$ cat src/rtl/serial_sub_pkg.sv
// Shared types and defaults for the bit-serial subtractor.
package serial_sub_pkg;

    typedef enum logic [1:0] {
        S_IDLE,
        S_RUN,
        S_DONE
    } serial_sub_state_t;

    localparam int SERIAL_SUB_WIDTH_DEFAULT = 6;

endpackage

$ cat src/rtl/serial_sub_fullsubtractor.sv
// One-bit full subtractor cell: d = a - b - bw_in, with borrow out.
module serial_sub_fullsubtractor (
    input  logic a,
    input  logic b,
    input  logic bw_in,
    output logic d,
    output logic bw_out
);

    assign d      = a ^ b ^ bw_in;
    assign bw_out = (~a & b) | (~(a ^ b) & bw_in);

endmodule

$ cat src/rtl/serial_sub.sv
// Bit-serial ripple-borrow subtractor, d = a - b, LSB first, one bit per clock.
// Define SERIAL_SUB_SAT_EN for saturating mode (negative results clamp to zero).
module serial_sub
    import serial_sub_pkg::*;
#(
    parameter int WIDTH = SERIAL_SUB_WIDTH_DEFAULT
) (
    input  logic             clk,
    input  logic             rst_n,
    input  logic             in_valid,
    output logic             in_ready,
    input  logic [WIDTH-1:0] a,
    input  logic [WIDTH-1:0] b,
    output logic             out_valid,
    input  logic             out_ready,
    output logic [WIDTH:0]   d
);

    localparam int CW = (WIDTH > 1) ? $clog2(WIDTH) : 1;
    localparam logic [CW-1:0] CNT_LAST = CW'(WIDTH - 1);

    serial_sub_state_t state;
    logic [WIDTH-1:0]  a_sh;
    logic [WIDTH-1:0]  b_sh;
    logic [CW-1:0]     cnt;
    logic              bw;
    logic              diff;
    logic              bw_out;

    // Single cell; the borrow register closes the ripple loop across cycles.
    serial_sub_fullsubtractor u_cell (
        .a      (a_sh[0]),
        .b      (b_sh[0]),
        .bw_in  (bw),
        .d      (diff),
        .bw_out (bw_out)
    );

    // Held low through reset so no operands are taken while rst_n is asserted.
    assign in_ready = rst_n && (state == S_IDLE);

    // NOTE: sequential state uses non-blocking assignments so every register
    // samples pre-edge values; the later d write in RUN legally overrides the earlier one.
    always_ff @(posedge clk) begin
        if (!rst_n) begin
            state     <= S_IDLE;
            out_valid <= 1'b0;
            d         <= '0;
            bw        <= 1'b0;
            cnt       <= '0;
            a_sh      <= '0;
            b_sh      <= '0;
        end else begin
            case (state)
                S_IDLE: begin
                    if (in_valid && in_ready) begin
                        a_sh  <= a;
                        b_sh  <= b;
                        bw    <= 1'b0;
                        cnt   <= '0;
                        state <= S_RUN;
                    end
                end
                S_RUN: begin
                    a_sh           <= {1'b0, a_sh[WIDTH-1:1]};
                    b_sh           <= {1'b0, b_sh[WIDTH-1:1]};
                    bw             <= bw_out;
                    cnt            <= cnt + 1'b1;
                    d[WIDTH-1:0]   <= {diff, d[WIDTH-1:1]};
                    if (cnt == CNT_LAST) begin
                        d[WIDTH]  <= bw_out;
`ifdef SERIAL_SUB_SAT_EN
                        if (bw_out) begin
                            d <= '0;
                        end
`endif
                        out_valid <= 1'b1;
                        state     <= S_DONE;
                    end
                end
                S_DONE: begin
                    if (out_ready) begin
                        out_valid <= 1'b0;
                        state     <= S_IDLE;
                    end
                end
                default: state <= S_IDLE;
            endcase
        end
    end

`ifdef FORMAL
    logic [WIDTH-1:0] a_q;
    logic [WIDTH-1:0] b_q;
    logic             out_valid_d;

    always_ff @(posedge clk) begin
        if (!rst_n) begin
            a_q         <= '0;
            b_q         <= '0;
            out_valid_d <= 1'b0;
        end else begin
            out_valid_d <= out_valid;
            if (in_valid && in_ready) begin
                a_q <= a;
                b_q <= b;
            end
        end
    end

    always_ff @(posedge clk) begin
        if (rst_n && out_valid && !out_valid_d) begin
`ifdef SERIAL_SUB_SAT_EN
            assert (d == ((a_q < b_q) ? '0 : {1'b0, a_q - b_q}));
`else
            assert (d == ({1'b0, a_q} - {1'b0, b_q}));
`endif
        end
    end
`endif

endmodule

$ cat config.mk
export PLATFORM = sky130hd
export DESIGN_NAME = serial_sub
export DESIGN_NICKNAME = d
export VERILOG_FILES = /design/src/rtl/serial_sub_pkg.sv /design/src/rtl/serial_sub_fullsubtractor.sv /design/src/rtl/serial_sub.sv
export SDC_FILE = /design/constraint.sdc
export NUM_CORES = 1
export LEC_CHECK = 0
export ABC_AREA = 1
export CORE_ASPECT_RATIO = 1.75
export CORE_MARGIN = 2
export CORE_UTILIZATION = 50
export DETAILED_ROUTE_END_ITERATION = 7
export PLACE_DENSITY_LB_ADDON = 0.05
export REMOVE_ABC_BUFFERS = 1
export SETUP_SLACK_MARGIN = 0.2
export SKIP_CTS_REPAIR_TIMING = 1
export SLEW_MARGIN = 10
export SYNTH_ARGS = -nofsm -noshare
export SYNTH_HDL_FRONTEND = slang
export SYNTH_HIERARCHICAL = 1
export SYNTH_SLANG_ARGS = --single-unit
$ cat constraint.sdc
create_clock -name clk -period 1.33 [get_ports clk]
set_input_delay 0.266 -clock clk [delete_from_list [all_inputs] [get_ports clk]]
set_output_delay 0.266 -clock clk [all_outputs]
set_load 0.05 [all_outputs]
# Word-level counts from Yosys, hierarchy flattened

Index checks and enable logic that the tools add are counted.

ROM bits: 0
Bits in writable memories: 0
Input bits: 16
Output and inout port bits: 9
Memories kept: 0
Word-level logic and storage cells: 46
Register bits: 26
Latch bits: 0

Bitwise logic cells: 7
Divide/modulo/power cells: 0
Shift-type cells: 0
Reductions and logical operators: 9
Muxes and demuxes: 15
$lt $le $gt $ge: 0
Multiply operators: 0
Equality and inequality tests: 6
$add $sub $neg: 1

Operator list:

| cell                                                                    | count |
|---|---|
| 6-bit case mux with 2 select lines                                      | 2 |
| 6-bit 2-to-1 mux                                                        | 2 |
| 2-bit 2-to-1 mux                                                        | 3 |
| 2-bit case mux with 3 select lines                                      | 1 |
| 3-bit case mux with 2 select lines                                      | 1 |
| 3-bit AND reduction                                                     | 2 |
| 2-bit inequality test, second input constant                            | 2 |
| 1-bit case mux with 2 select lines                                      | 2 |
| 2-bit AND reduction                                                     | 2 |
| 2-bit nonzero test                                                      | 2 |
| 3-bit by 1-bit adder with 3-bit output, second input constant           | 1 |
| 3-bit equality test, second input constant                              | 1 |
| 1-bit 2-to-1 mux                                                        | 3 |
| 3-bit 2-to-1 mux                                                        | 1 |
| 1-bit bitwise AND                                                       | 2 |
| 2-bit by 1-bit equality test with 1-bit output, second input constant   | 1 |
| 2-bit equality test, second input constant                              | 1 |
| 1-bit logical AND                                                       | 2 |
| 2-bit zero test                                                         | 1 |
| 2-bit by 1-bit inequality test with 1-bit output, second input constant | 1 |
| 1-bit NOT                                                               | 2 |
| 1-bit XOR                                                               | 2 |
| 1-bit OR                                                                | 1 |

# Longest topological paths before layout

Gate-level depths: netlist of run 1.

Depth after elaboration: 5
Depth in mapped cells: 7
Depth with buffers taken out: 6

# Hierarchy

The synthesis of run 1 kept the hierarchy.

Modules (own cells, without submodules):

| module                    | sequential area each (um^2) | cells each | area each (um^2) | times used |
|---|---|---|---|---|
| serial_sub                | 520.5                       | 181        | 1262.5           | 1 |
| serial_sub_fullsubtractor | 0.0                         | 4          | 31.3             | 1 |

# Worst setup path before layout of run 1

No wires, ideal clock.

Path kind: reg-to-output
From: reg state[0]
To: out in_ready
Data arrival time: 1.594 ns
Path buffers: 1
Slack: -0.530 ns
Cell stages (with the launch flop): 3
Cells stage by stage: dfxtp_1 buf_2 nor3_1

Word-level cells in the longest chain between the ends: 2

Ends and longest elaborated chain:

| element                | line             | RTL |
|---|---|---|
| from (decl)            | serial_sub.sv:22 | `serial_sub_state_t state;` |
| from (signal assigned) | serial_sub.sv:46 | `state <= S_IDLE;` |
| from (signal assigned) | serial_sub.sv:61 | `state <= S_RUN;` |
| from (signal assigned) | serial_sub.sv:78 | `state <= S_DONE;` |
| 2-bit zero test        | serial_sub.sv:40 | `assign in_ready = rst_n && (state == S_IDLE);` |
| 1-bit logical AND      | serial_sub.sv:40 |  |
| to (decl)              | serial_sub.sv:11 | `output logic in_ready,` |

Every way passes these cells.

# Worst setup path after layout of run 1

Same ends and word-level chain as after synthesis.

==> metrics.md, run 1 <==
| Metric | Value |
|---|---|
| Outcome | `complete, no violations` |
| Setup TNS | `0 ns` |
| Avg WL per Cell | `14.9 µm` |
| Critical path fanouts, max | `5` |
| Mapped Area | `1290 µm²` |
| CTS max path bufs | `2` |
| Hold Violations, Final | `0` |
| Clk Tree Root Cell | `clkbuf_8` |
| Clk_lat worst skew | `0.27 ns` |
| Register area | `537 µm²` |
| H-Tree Depth | `1` |
| Seq pwr share | `0.465` |
| Setup WS pre-CTS | `-0.173 ns` |
| Period utilization | `0.993` |
| Post-Place Cells | `237` |
| Crit end category | `output port` |
| Peak supply drop | `901 µV` |
| Worst hold path startpoint | `cnt[0]` |
| Fmax achieved | `758 MHz` |
| Die ar. | `3030 µm²` |
| Initial antenna violation count | `0` |
| Max-Cap Viols | `0` |
| Setup violators final | `0` |
| Area occupied by multi-input gates | `736 µm²` |
| Post-DRT Antenna Nets | `0` |
| Power per cell area | `940 nW/µm²` |
| Syn avg cell area | `6.99 µm²` |
| Non-Filler Instances | `248` |
| Least-Margin Pin Slew | `0.188 ns` |
| DR pass1 iterations | `4` |
| Seq cells post-synth | `26` |
| Sequential share of the synthesized area | `0.402` |
| Horiz. Die Dim | `42.5 µm` |
| Area leader, netlist | `dfxtp_1` |
| Max-slew violations | `0` |
| Area share of the largest cell type after synthesis | `0.402` |
| # clock sinks | `26` |
| # diodes | `0` |
| Hold Path Depth | `1` |
| GR Util All Layers | `0.208` |
| Layout area overhead | `55.9%` |
| Final HPWL DP | `2150 µm` |
| Synth warn | `6` |
| First-pass GRT wire length | `5020 µm` |
| RSZ-0062 raised after global routing | `true` |
| Design area | `2020 µm²` |
| Clock share of power | `0.232` |
| # rows | `24` |
| Min-Delay Endpoint | `cnt[0]` |
| I/O Pins | `25` |
| Post-DP Area | `1710 µm²` |
| Relative slew slack | `0.874` |
| Vias | `1,349` |
| Clk_skew | `0.00350 ns` |
| Switching power | `0.000575 W` |
| Worst EP arrival | `1.05 ns` |
| Clock period minus worst slack | `1.32 ns` |
| Leakage | `0.886 nW` |
| Die height | `71.3 µm` |
| Gr ovfl total | `0` |
| Switching share of power | `0.303` |
| CTS tree | `yes` |
| DRT iter0 DRCs | `32` |
| Vias in the first global route | `1,223` |
| Vias/cell | `5.44` |
| CTS Buf Count | `3` |
| RePlAce Congestion | `0.771` |
| Worst-path clk slew | `0.09 ns` |
| FILL cells | `166` |
| Final WS setup | `0.00993 ns` |
| R2r setup slk | `0.06 ns` |
| Comb power frac | `0.303` |
| Critical R2R Launch | `state[0]` |
| Worst setup path category | `flip-flop to output port` |
| Gate Count Post-Synth | `185` |
| Pwr Total | `0.00190 W` |
| Int Pwr | `0.00132 W` |
| PortBufs | `24` |
| Starting density of the core | `0.525` |
| Share of layout cells above drive strength 1 | `0.320` |
| Ranking of synthesized cells by area | `dfxtp_1, nand2_1, nand3_1, a21oi_1, nor2_1` |
| Reg2Reg Depth | `6` |
| Hold Crit Class | `flip-flop to flip-flop` |
| CP startpoint kind | `flip-flop` |
| Largest net degree at the start of global routing | `24` |
| DRC Markers | `0` |
| Critical Path RT | `1.06 ns` |
| Core area | `2460 µm²` |
| Nets | `243` |
| Worst R2R End | `b_sh[3]` |
| Synth unique cells | `21` |
| Post-Route WL | `3690 µm` |
## how the worst max path moves through the flow
stage,slack (ns),from,to,depth (start not counted)
final,0.01,state[0],in_ready,3
after CTS,-0.18,rst_n,in_ready,5
after global placement,-0.14,rst_n,in_ready,5
after global routing,-0.02,state[0],in_ready,3
after detailed placement,-0.17,rst_n,in_ready,5
after floorplan,-0.47,state[0],in_ready,1
## kinds of logic (layout without fill, tap and decap cells)
group	count (synthesis)	in the layout	share of synthesized area
fa+ha+maj	3	3	0.0348
compound gates	28	28	0.108
simple gates	97	97	0.335
flops	26	26	0.402
buf+inv	31	68	0.120
## sequential cells by signal (all words and copies together) (netlist names)
name	cells
d	7
b_sh	6
out_valid	1
cnt	3
a_sh	6
bw	1
state	2
## synthesized netlist by cell type
| cell type | instances |
|---|---|
| nor2_1 | 24 |
| buf_4 | 5 |
| nand3b_1 | 1 |
| nand3_1 | 26 |
| o21ai_0 | 7 |
| inv_2 | 1 |
| nand2_2 | 2 |
| nand4_1 | 2 |
| nand2_1 | 37 |
| ha_1 | 2 |
| fa_1 | 1 |
| buf_6 | 2 |
| nor2_2 | 2 |
| or2_2 | 1 |
| buf_2 | 4 |
| o21ai_1 | 2 |
| nand3_4 | 1 |
| nor3_1 | 1 |
| inv_1 | 19 |
| a21oi_1 | 19 |
| dfxtp_1 | 26 |
## power groups by stage
stage | sequential, W | combinational [W] | clock, W
floorplan | 0.000932 | 0.000189 | 0
global placement | 0.000893 | 0.000441 | 0
detailed placement | 0.000897 | 0.000454 | 0
CTS | 0.000879 | 0.000457 | 0.000450
global route | 0.000887 | 0.000618 | 0.000484
finish | 0.000881 | 0.000575 | 0.000440
## metrics by stage
step	hold WS [ns]	utilization
2_1_floorplan	0.387	-
3_3_place_gp	0.466	0.695
3_5_place_dp	0.483	0.695
4_1_cts	0.493	0.712
5_1_grt	0.475	0.819
6_report	0.463	0.819
## cell type report
cell class | instances | area share
multi-input cells | 128 | 0.365
repair buffers | 45 | 0.295
flip-flops and latches | 26 | 0.266
inverters | 20 | 0.0372
clock buffers | 3 | 0.0205
well taps | 26 | 0.0161
## worst max-delay path, stage by stage (launching register included)
cell and delay, ns:
dfxtp_4 0.37, nor3_4 0.17, buf_6 0.12, buf_12 0.12
## layer usage
metal  global-route usage  share of wire  vias to the layer above
li1                     -              -                      668
met5                    0              0                        -
met1                0.229           0.37                      626
met3               0.0277          0.038                       16
met4                0.111          0.045                        0
met2                0.374           0.55                       39
## placed cells by master, fill, tap and decap left out, drive strengths merged
master	Yosys	routed
nand2	39	39
nand3	27	27
buf	11	27
nor2	26	26
dfxtp	26	26
inv	20	20
a21oi	19	19
clkdlybuf4s50	0	14
o21ai	9	9
clkbuf	0	6
nand4	2	2
ha	2	2
nor3	1	1
or2	1	1
nand3b	1	1
dlymetal6s2s	0	1
fa	1	1
No activity file was read; power rests on OpenSTA's default activity.
==> run 2: changes to the inputs <==
- MAX_ROUTING_LAYER: default -> met4
- SLEW_MARGIN: 10 -> default
==> run 2 against run 1 <==
Effect of this change: wire length down 0.41%; first-iteration DRC count up 3.1%; critical endpoint unchanged; worst hold slack about the same.
==> metrics.md, run 2 (synthesis gave the netlist of run 1 again) <==
| Metric | Value |
|---|---|
| Final HPWL DP | `2150 µm (unchanged)` |
| Nets | `243 (unchanged)` |
| Vias in the first global route | `1,225 (was 1,223)` |
| Outcome | `complete, no violations (unchanged)` |
| Fmax achieved | `757 MHz (was 758 MHz)` |
| Post-Route WL | `3680 µm (was 3690 µm)` |
| Clock period minus worst slack | `1.32 ns (about the same)` |
| Slowest cell on crit path | `dfxtp_4 (unchanged)` |
| Worst-path clk slew | `0.09 ns (about the same)` |
| Util after Layout | `0.819 (unchanged)` |
| Hold Violations, Final | `0 (unchanged)` |
| Number of flip-flops in the largest register | `7 (unchanged)` |
| Clk_lat worst skew | `0.26 ns (was 0.27 ns)` |
| PortBufs | `24 (unchanged)` |
| Hold Crit Class | `flip-flop to flip-flop (unchanged)` |
| # diodes | `0 (unchanged)` |
| Pwr Total | `0.00190 W (about the same)` |
| CTS Buf Count | `3 (unchanged)` |
| Switching share of power | `0.303 (about the same)` |
| Die ar. | `3030 µm² (unchanged)` |
| Post-DRT Antenna Nets | `0 (unchanged)` |
| # rows | `24 (unchanged)` |
| RSZ-0062 raised after global routing | `true (unchanged)` |
| DRC Markers | `0 (unchanged)` |
| Max-slew violations | `0 (unchanged)` |
| Clk Tree Root Cell | `clkbuf_8 (unchanged)` |
| Initial antenna violation count | `0 (unchanged)` |
| Clk_skew | `0.00207 ns (was 0.00350 ns)` |
| Most common cell after layout, fill and taps aside | `nand2_1 (unchanged)` |
| Layout area overhead | `55.9% (unchanged)` |
| CTS tree | `yes (unchanged)` |
| Least-Margin Pin Slew | `0.199 ns (was 0.188 ns)` |
| Die height | `71.3 µm (unchanged)` |
| I/O Pins | `25 (unchanged)` |
| Gr ovfl total | `0 (unchanged)` |
| GR Util All Layers | `0.214 (was 0.208)` |
| Post-DP Area | `1710 µm² (unchanged)` |
| Seq pwr share | `0.465 (about the same)` |
| Critical path's top delay family | `flip-flops (unchanged)` |
| CP startpoint kind | `flip-flop (unchanged)` |
| Setup violators final | `0 (unchanged)` |
| Slowest cell delay on critical path | `0.38 ns (was 0.37 ns)` |
| Vias/cell | `5.40 (was 5.44)` |
| # clock sinks | `26 (unchanged)` |
| Biggest register | `d (unchanged)` |
| Starting density of the core | `0.525 (unchanged)` |
| Most frequent cells in the layout | `nand2_1, nor2_1, nand3_1 (unchanged)` |
| Largest regs | `d x7, a_sh x6, b_sh x6 (unchanged)` |
| Worst path bufs/invs | `2 (unchanged)` |
| CTS max path bufs | `2 (unchanged)` |
| Period utilization | `0.993 (about the same)` |
| Horiz. Die Dim | `42.5 µm (unchanged)` |
| Power per cell area | `940 nW/µm² (about the same)` |
| RePlAce Congestion | `0.782 (was 0.771)` |
| Share of layout cells above drive strength 1 | `0.320 (unchanged)` |
| Critical path fanouts, max | `5 (unchanged)` |
| Critical-path cell list | `nor3_4, buf_6, buf_12 (unchanged)` |
| DR pass1 iterations | `4 (unchanged)` |
| Clock share of power | `0.232 (about the same)` |
| Worst setup path category | `flip-flop to output port (unchanged)` |
| H-Tree Depth | `1 (unchanged)` |
| First-pass GRT wire length | `5020 µm (about the same)` |
| Leakage | `0.886 nW (unchanged)` |
| Crit end category | `output port (unchanged)` |
| Vias | `1,339 (was 1,349)` |
| Worst EP arrival | `1.06 ns (was 1.05 ns)` |
| R2r setup slk | `0.06 ns (about the same)` |
| Max-Cap Viols | `0 (unchanged)` |
| DRT iter0 DRCs | `33 (was 32)` |
| Setup TNS | `0 ns (unchanged)` |
| Avg WL per Cell | `14.8 µm (was 14.9 µm)` |
| Relative slew slack | `0.867 (was 0.874)` |
| Int Pwr | `0.00132 W (about the same)` |
| Design area | `2020 µm² (unchanged)` |
| Comb power frac | `0.303 (about the same)` |
| Switching power | `0.000574 W (was 0.000575 W)` |
| Core area | `2460 µm² (unchanged)` |
| Peak supply drop | `896 µV (was 901 µV)` |
| Critical Path RT | `1.06 ns (about the same)` |
| Largest net degree at the start of global routing | `24 (unchanged)` |
-- run 2: cell counts in the layout (fill, tap and decap cells not counted) --
Identical to the previous run, type by type.
-- run 2: power by group through the flow --
| stage | registers, W | clock network, W | logic [W] |
|---|---|---|---|
| floorplan | 0.000932 | 0 | 0.000189 |
| global placement | 0.000893 | 0 | 0.000441 |
| detailed placement | 0.000897 | 0 | 0.000454 |
| CTS | 0.000879 | 0.000450 | 0.000457 |
| global route | 0.000887 | 0.000484 | 0.000618 |
| finish | 0.000881 | 0.000439 | 0.000575 |
-- run 2: cell type report --
| type | count | area [µm²] |
|---|---|---|
| repair buffers | 45 | 596 |
| fillers | 166 | 445 |
| inverters | 20 | 75.1 |
| multi-input cells | 128 | 736 |
| well taps | 26 | 32.5 |
| flip-flops and latches | 26 | 537 |
| clock buffers | 3 | 41.3 |
-- run 2: final timing paths --
check	from	end	cells past startpoint
setup reg to reg	state[0]	b_sh[3]	6
hold / removal	cnt[0]	cnt[0]	1
hold reg to reg	cnt[0]	cnt[0]	1
setup / recovery	state[0]	in_ready	3
-- run 2: layer usage --
layer  track usage  part of all wire  wire length, µm
met5             -                 0                0
met3        0.0252             0.036              134
met2         0.374              0.56             2070
met1         0.231              0.37             1350
met4         0.111             0.033              121
-- run 2: per-stage QoR --
step                hold WS, ns  cells  setup slack [ns]
detailed placement        0.483    237            -0.173
global route              0.475    248           -0.0247
floorplan                 0.387    174            -0.470
CTS                       0.493    240            -0.176
finish                    0.463    248           0.00898
global placement          0.466    237            -0.144
-- run 2: worst reg2reg max path, delay by kind of cell (launching register included) --
| kind | cells | cell delay [ns] |
|---|---|---|
| DFF | 1 | 0.38 |
| buffers and inverters | 2 | 0.34 |
| and+or+nand+nor | 3 | 0.32 |
| AOI/OAI and AO/OA | 1 | 0.13 |
